[src/rtl/float_to_fixed.sv]
// float_to_fixed: multi-cycle conversion of an IEEE half-precision operand
// into a two's-complement 8.8 fixed-point value, one shift bit per cycle.
// The value is sig x 2^(exp-17) in 8.8 units with sig = {1, mant}.
// Optional build macro FLOAT_TO_FIXED_ROUND_NEAREST_EN: when defined, the
// right-shift path rounds to nearest-even; when undefined it truncates.
// Both builds have identical latency.
module float_to_fixed #(
    parameter int MAX_RSH = 12
) (
    input  logic        clk,
    input  logic        reset,
    input  logic        start,
    input  logic [15:0] float_in,
    output logic [15:0] fixed_out,
    output logic        ack,
    output logic        busy
);

    typedef enum logic [2:0] {
        ST_IDLE  = 3'd0,
        ST_LOAD  = 3'd1,
        ST_SHIFT = 3'd2,
        ST_FIN   = 3'd3,
        ST_DONE  = 3'd4
    } state_t;

    localparam logic [4:0] MAX_RSH_C = 5'(MAX_RSH);

    state_t      state_r;
    state_t      state_nxt_s;
    logic [15:0] float_r;
    logic [15:0] mag_r;
    logic [4:0]  cnt_r;
    logic        sign_r;
    logic        sat_r;
    logic        dir_left_r;
    logic [15:0] fixed_out_r;
    logic        ack_r;
    logic        busy_r;
    logic        ack_nxt_s;
    logic        busy_nxt_s;
`ifdef FLOAT_TO_FIXED_ROUND_NEAREST_EN
    logic        guard_r;
    logic        sticky_r;
`endif

    // decode of the captured operand, used only in LOAD
    logic [4:0]  exp_s;
    logic        is_zero_s;
    logic        is_sat_s;
    logic        is_left_s;
    logic [4:0]  rsh_s;
    logic [4:0]  n_load_s;
    logic [15:0] mag_fin_s;
    logic [15:0] result_s;

    assign exp_s     = float_r[14:10];
    assign is_zero_s = (exp_s == 5'd0);
    assign is_sat_s  = (exp_s >= 5'd22);
    assign is_left_s = (exp_s >= 5'd17);
    assign rsh_s     = 5'd17 - exp_s;

    // shift count: left by exp-17, or right by 17-exp clamped to MAX_RSH
    always_comb begin
        n_load_s = 5'd0;
        if (is_left_s) begin
            n_load_s = exp_s - 5'd17;
        end else if (rsh_s > MAX_RSH_C) begin
            n_load_s = MAX_RSH_C;
        end else begin
            n_load_s = rsh_s;
        end
    end

    // state register
    always_ff @(posedge clk or negedge reset) begin
        if (!reset) begin
            state_r <= ST_IDLE;
        end else begin
            state_r <= state_nxt_s;
        end
    end

    // next-state logic
    always_comb begin
        state_nxt_s = state_r;
        case (state_r)
            ST_IDLE, ST_DONE: begin
                if (start) begin
                    state_nxt_s = ST_LOAD;
                end else begin
                    state_nxt_s = state_r;
                end
            end
            ST_LOAD: begin
                if (is_zero_s || is_sat_s) begin
                    state_nxt_s = ST_FIN;
                end else if (n_load_s != 5'd0) begin
                    state_nxt_s = ST_SHIFT;
                end else begin
                    state_nxt_s = ST_FIN;
                end
            end
            ST_SHIFT: begin
                if (cnt_r <= 5'd1) begin
                    state_nxt_s = ST_FIN;
                end else begin
                    state_nxt_s = ST_SHIFT;
                end
            end
            ST_FIN:  state_nxt_s = ST_DONE;
            default: state_nxt_s = ST_IDLE;
        endcase
    end

    // status outputs derived from the state being entered, so they register cleanly
    always_comb begin
        ack_nxt_s  = 1'b0;
        busy_nxt_s = 1'b0;
        case (state_nxt_s)
            ST_LOAD, ST_SHIFT, ST_FIN: busy_nxt_s = 1'b1;
            ST_DONE:                   ack_nxt_s  = 1'b1;
            default: begin
                ack_nxt_s  = 1'b0;
                busy_nxt_s = 1'b0;
            end
        endcase
    end

    // final magnitude (optionally rounded), sign application and saturation
    always_comb begin
        mag_fin_s = mag_r;
`ifdef FLOAT_TO_FIXED_ROUND_NEAREST_EN
        if (guard_r && (sticky_r || mag_r[0])) begin
            mag_fin_s = mag_r + 16'd1;
        end else begin
            mag_fin_s = mag_r;
        end
`endif
        if (sat_r) begin
            result_s = sign_r ? 16'h8000 : 16'h7FFF;
        end else if (sign_r) begin
            result_s = 16'd0 - mag_fin_s;
        end else begin
            result_s = mag_fin_s;
        end
    end

    // datapath: capture, load decode, serial shift, result register
    always_ff @(posedge clk or negedge reset) begin
        if (!reset) begin
            float_r     <= 16'h0000;
            mag_r       <= 16'h0000;
            cnt_r       <= 5'd0;
            sign_r      <= 1'b0;
            sat_r       <= 1'b0;
            dir_left_r  <= 1'b0;
            fixed_out_r <= 16'h0000;
`ifdef FLOAT_TO_FIXED_ROUND_NEAREST_EN
            guard_r     <= 1'b0;
            sticky_r    <= 1'b0;
`endif
        end else begin
            case (state_r)
                ST_IDLE, ST_DONE: begin
                    if (start) begin
                        float_r <= float_in;
                    end
                end
                ST_LOAD: begin
                    // zero ignores sign; special paths carry no shift
                    sign_r     <= float_r[15] & ~is_zero_s;
                    sat_r      <= is_sat_s;
                    dir_left_r <= is_left_s;
                    if (is_zero_s || is_sat_s) begin
                        mag_r <= 16'h0000;
                        cnt_r <= 5'd0;
                    end else begin
                        mag_r <= {5'b00000, 1'b1, float_r[9:0]};
                        cnt_r <= n_load_s;
                    end
`ifdef FLOAT_TO_FIXED_ROUND_NEAREST_EN
                    guard_r  <= 1'b0;
                    sticky_r <= 1'b0;
`endif
                end
                ST_SHIFT: begin
                    cnt_r <= cnt_r - 5'd1;
                    if (dir_left_r) begin
                        mag_r <= {mag_r[14:0], 1'b0};
                    end else begin
                        mag_r <= {1'b0, mag_r[15:1]};
`ifdef FLOAT_TO_FIXED_ROUND_NEAREST_EN
                        guard_r  <= mag_r[0];
                        sticky_r <= sticky_r | guard_r;
`endif
                    end
                end
                ST_FIN: begin
                    fixed_out_r <= result_s;
                end
                default: begin
                    cnt_r <= 5'd0;
                end
            endcase
        end
    end

    // registered status outputs
    always_ff @(posedge clk or negedge reset) begin
        if (!reset) begin
            ack_r  <= 1'b0;
            busy_r <= 1'b0;
        end else begin
            ack_r  <= ack_nxt_s;
            busy_r <= busy_nxt_s;
        end
    end

    assign fixed_out = fixed_out_r;
    assign ack       = ack_r;
    assign busy      = busy_r;

endmodule

[config.mk]
export PLATFORM = sky130hd
export DESIGN_NAME = float_to_fixed
export DESIGN_NICKNAME = d
export VERILOG_FILES = /design/src/rtl/float_to_fixed.sv
export SDC_FILE = /design/constraint.sdc
export NUM_CORES = 1
export LEC_CHECK = 0
export BUFFER_PORTS_ARGS = -buffer_cell sky130_fd_sc_hd__buf_2
export CORE_MARGIN = 1.5
export CORE_UTILIZATION = 35
export CTS_CLUSTER_DIAMETER = 200
export DETAILED_ROUTE_END_ITERATION = 10
export SLEW_MARGIN = 40
export SYNTH_ARGS = -nofsm -noshare
export SYNTH_HDL_FRONTEND = slang
export SYNTH_SLANG_ARGS = --single-unit
[constraint.sdc]
create_clock -name clk -period 4.53 [get_ports clk]
set_clock_uncertainty 0.05 [all_clocks]
set_input_delay 0.906 -clock clk [delete_from_list [all_inputs] [get_ports clk]]
set_output_delay 0.906 -clock clk [all_outputs]
set_load 0.02 [all_outputs]
==> implementation parameters <==
Parameter                              Value

Logic synthesis
  Mapped Avg Cell Area    9.52 µm²
  Sequential element share of the synthesized area    45.3%
  Post-Synth Adder-Cell Area    3.71%
  Number of enable flip-flop cells after synthesis    0
  Cell area after technology mapping    0.00337 mm²
  Yosys synthesis warning count    0
  Fraction of synthesized area in multiplexers    8.50%
  Synthesized netlist cell count    354
  Area fraction in compound gates after synthesis    18.9%
  Number of nets produced by synthesis    383
  Combinational family with the most area after synthesis    compound AO/OA/AOI/OAI gates
  Synthesized-area fraction occupied by xor and xnor cells    2.08%
  Post-synthesis async set-or-reset flop share    100%
  Count of state elements after synthesis    61
  Most used flip-flop cell after synthesis    dfrtp_1
  Simple-gate area share of the yosys netlist    16.7%
  Number of distinct library cell variants in the gate-level netlist after synthesis    54

Placement
  Post-place setup slack    2.17 ns
  Number of buffers inserted by port buffering    36
  DP Wirelength    5.31 mm
  Weighted congestion reported at the end of routability-driven placement    0.849
  Number of placed instances with taps included    496

Clock tree
  CTS tree    done
  Maximum number of buffers from clock root to sink    2
  Clock root buffer    clkbuf_8
  Post-CTS Setup Inserts    0
  Max H-tree Level    3
  Clock Sinks    61
  Clk slew on worst S/H paths    0.07 ns
  Cts repair resizes    0
  Count of hold-fix buffers inserted at cts    0
  Worst skew pair latency    0.35 ns
  Number of clock buffers inserted by TritonCTS    9

Global route
  Via count of the first global-routing pass    2,662
  Global-route wire length before repair    13.2 mm
  Pin count of the biggest net entering global routing    36
  Antenna violations before repair    0
  Total routing usage reported by global routing    16.3%
  Total congestion overflow    0

STA
  Max Freq    415 MHz
  Setup-violating endpoint count in the final report    0
  Share of the clock period used by the worst path after layout    53.2%
  Count of endpoints failing hold in the final timing report    0
  Sum of negative setup slack    0 ns
  Final max-slew violation count    0
  Worst Hold Slack    0.421 ns
  Slew of the pin with the lowest slew margin    0.830 ns
  Relative max-transition margin    44.7%
  Worst-case setup margin in the final layout    2.12 ns
  Minimum clock period after layout    2.41 ns
  Setup repair after global routing missed its margin    false

Critical path
  Maximum fanout along the worst path    10
  Max incr delay on CP    0.52 ns
  Data required, critical path    4.72 ns
  Startpoint types    flip-flop
  Top delay family on crit path    compound AO/OA/AOI/OAI gates
  Critical path class    flip-flop to flip-flop
  Startpoint of the worst setup timing path    float_r[12]
  Critical Path End Type    flip-flop
  Critical Path Slowest Stage Cell    dfrtp_1
  Worst reg2reg path startpoint    float_r[12]
  Cell-by-cell listing of the critical path    inv_1, ha_1, a21bo_2, o31ai_2, inv_2, a2111o_1, o31ai_1
  Number of buffer and inverter instances along the worst setup path    2
  Arrival time at the worst endpoint    2.60 ns

Pwr
  LEAKAGE    1.67 nW
  Max rail drop VDD    0.289 mV
  Cell area power density    764 mW/mm²

Layout
  Nets    407
  Multi-input gate area in the final layout    0.00168 mm²
  Flip-flop and latch area    0.00153 mm²
  Count of filler cells inserted in the layout    942
  Fraction of final layout cells with drive strength greater than 1    20.6%
  Antenna diodes    0
  Non-filler instance count after layout    512
  Layout overhead on the synthesized area    13.0%

Route
  Initial detailed-routing violation count    149
  Via-per-instance ratio    5.29
  Antenna viol nets, final    0
  Vias post-DR    2,709
  Average wire length per cell after detail routing    14.7 µm
  DRC violation count after routing    0
  Total wirelength of the detailed-routed design    7.50 mm
  Detailed-router iteration count before antenna repair    5

Min path
  Classification of the worst-slack hold path    flip-flop to flip-flop
  Startpoint of the worst hold path    fixed_out[6]

Floorplanning
  Chip width    101 µm
  Initial standard-cell utilization of the core    36.3%
  Placement row count    35
  Top-Level Pins    37
  Floorplan die area    0.0102 mm²
  Floorplan Core Area    0.00928 mm²
  Vertical die dimension    101 µm

Flow run
  Max Cap Violations    0

Run status
  Run status    finished, final reports clean
## kinds of logic after synthesis
kind of cell	Yosys count
AOI/OAI and AO/OA	97
xor gates and xnor gates	8
adders and majority gates	10
buffers and inverters	40
DFF	61
muxes	27
and+or+nand+nor	111
## metal layers
metal / routed length [µm] / vias up / track usage, %
met5: 0 / - / 0
met4: 144 / 0 / 5.45
met3: 339 / 13 / 4.92
met2: 3430 / 55 / 24.9
met1: 3590 / 1313 / 22.1
li1: - / 1328 / -
## layout make-up
cell class,count,share of cell area [%]
clock inverters,4,0.592
flip-flops and latches,61,40.1
inverters,14,1.38
well taps,129,4.24
repair buffers,39,5.39
clock buffers,12,4.08
multi-input cells,253,44.2
## worst min-delay path, cell delays in order (launching register included)
cell and delay, ns:
dfrtp_1 0.34, nand2_1 0.04, o21ai_0 0.06
## synth_stat cells, types with 2 or more instances
library cell | count | area (µm²)
buf_2 | 4 | 20.0
nand3_1 | 3 | 15.0
a2111o_1 | 2 | 22.5
nand3b_1 | 2 | 15.0
xor2_1 | 4 | 35.0
ha_1 | 10 | 125
a21oi_1 | 20 | 100
or4b_1 | 2 | 20.0
o21ai_0 | 30 | 150
or3b_1 | 2 | 17.5
mux2_2 | 13 | 146
nor3_2 | 2 | 20.0
o211ai_1 | 2 | 15.0
o221ai_1 | 2 | 17.5
dfrtp_1 | 61 | 1530
xnor2_1 | 4 | 35.0
nor3b_1 | 2 | 15.0
mux2i_1 | 14 | 140
o31ai_1 | 6 | 45.0
o21ai_1 | 4 | 20.0
nor2_1 | 30 | 113
clkbuf_1 | 19 | 71.3
nand2_1 | 43 | 161
a221o_1 | 11 | 110
o22ai_1 | 4 | 25.0
a31oi_1 | 5 | 31.3
or3_1 | 3 | 18.8
buf_1 | 2 | 7.51
inv_1 | 12 | 45.0
nor3_1 | 7 | 35.0
nor4_1 | 3 | 18.8
nand4_1 | 3 | 18.8
or3_4 | 2 | 22.5
## path summary, 6_finish.rpt
kind	to	slack (ns)	cells past startpoint
max in group asynchronous	float_r[5]	3.24	2
setup / recovery	state_r[0]	2.12	7
hold / removal	fixed_out[6]	0.42	2
min in group asynchronous	fixed_out[14]	0.45	1
hold reg to reg	fixed_out[6]	0.42	2
setup reg to reg	state_r[0]	2.12	7
## registers in the layout, indices dropped and copies added, names as in the netlist, 3 cells and up
signal,count
fixed_out,16
float_r,16
cnt_r,5
mag_fin_s,16
state_r,3
## power breakdown
group,internal [mW],switching (mW),total (mW)
Combinational,0.589,0.786,1.37
Sequential,0.781,0.312,1.09
Clock,0.226,0.214,0.439
Total,1.60,1.31,2.91
## cell usage in the layout, fill, tap and decap left out, types with 2 or more instances in the layout
cell,n
o21ai_0,30
dfrtp_1,61
xor2_1,4
nor3_2,2
a2111o_1,2
nand4_1,3
or3b_1,2
or4b_1,2
clkbuf_8,11
o22ai_1,4
nand2_1,43
a21oi_1,20
buf_4,4
clkinv_2,3
ha_1,10
o21ai_1,4
o221ai_1,2
nor2_2,2
inv_1,12
nand3b_1,2
nor2_1,29
nand3_1,3
a31oi_1,5
o31ai_1,6
xnor2_1,4
nor4_1,3
mux2i_1,14
o211ai_1,2
nor3_1,7
or3_4,2
a221o_1,11
buf_2,35
or3_1,3
mux2_2,13
nor3b_1,2
## per-stage QoR
step                      cell area (µm²)  util, %  total power, mW
after floorplan                      3370        -             2.13
after global placement               3620     38.9             2.44
after detailed placement             3630     39.1             2.48
after CTS                            3800     41.0             2.92
after global routing                 3810     41.0             3.17
final                                3810     41.0             2.91
(Power assumes the default switching activity.)
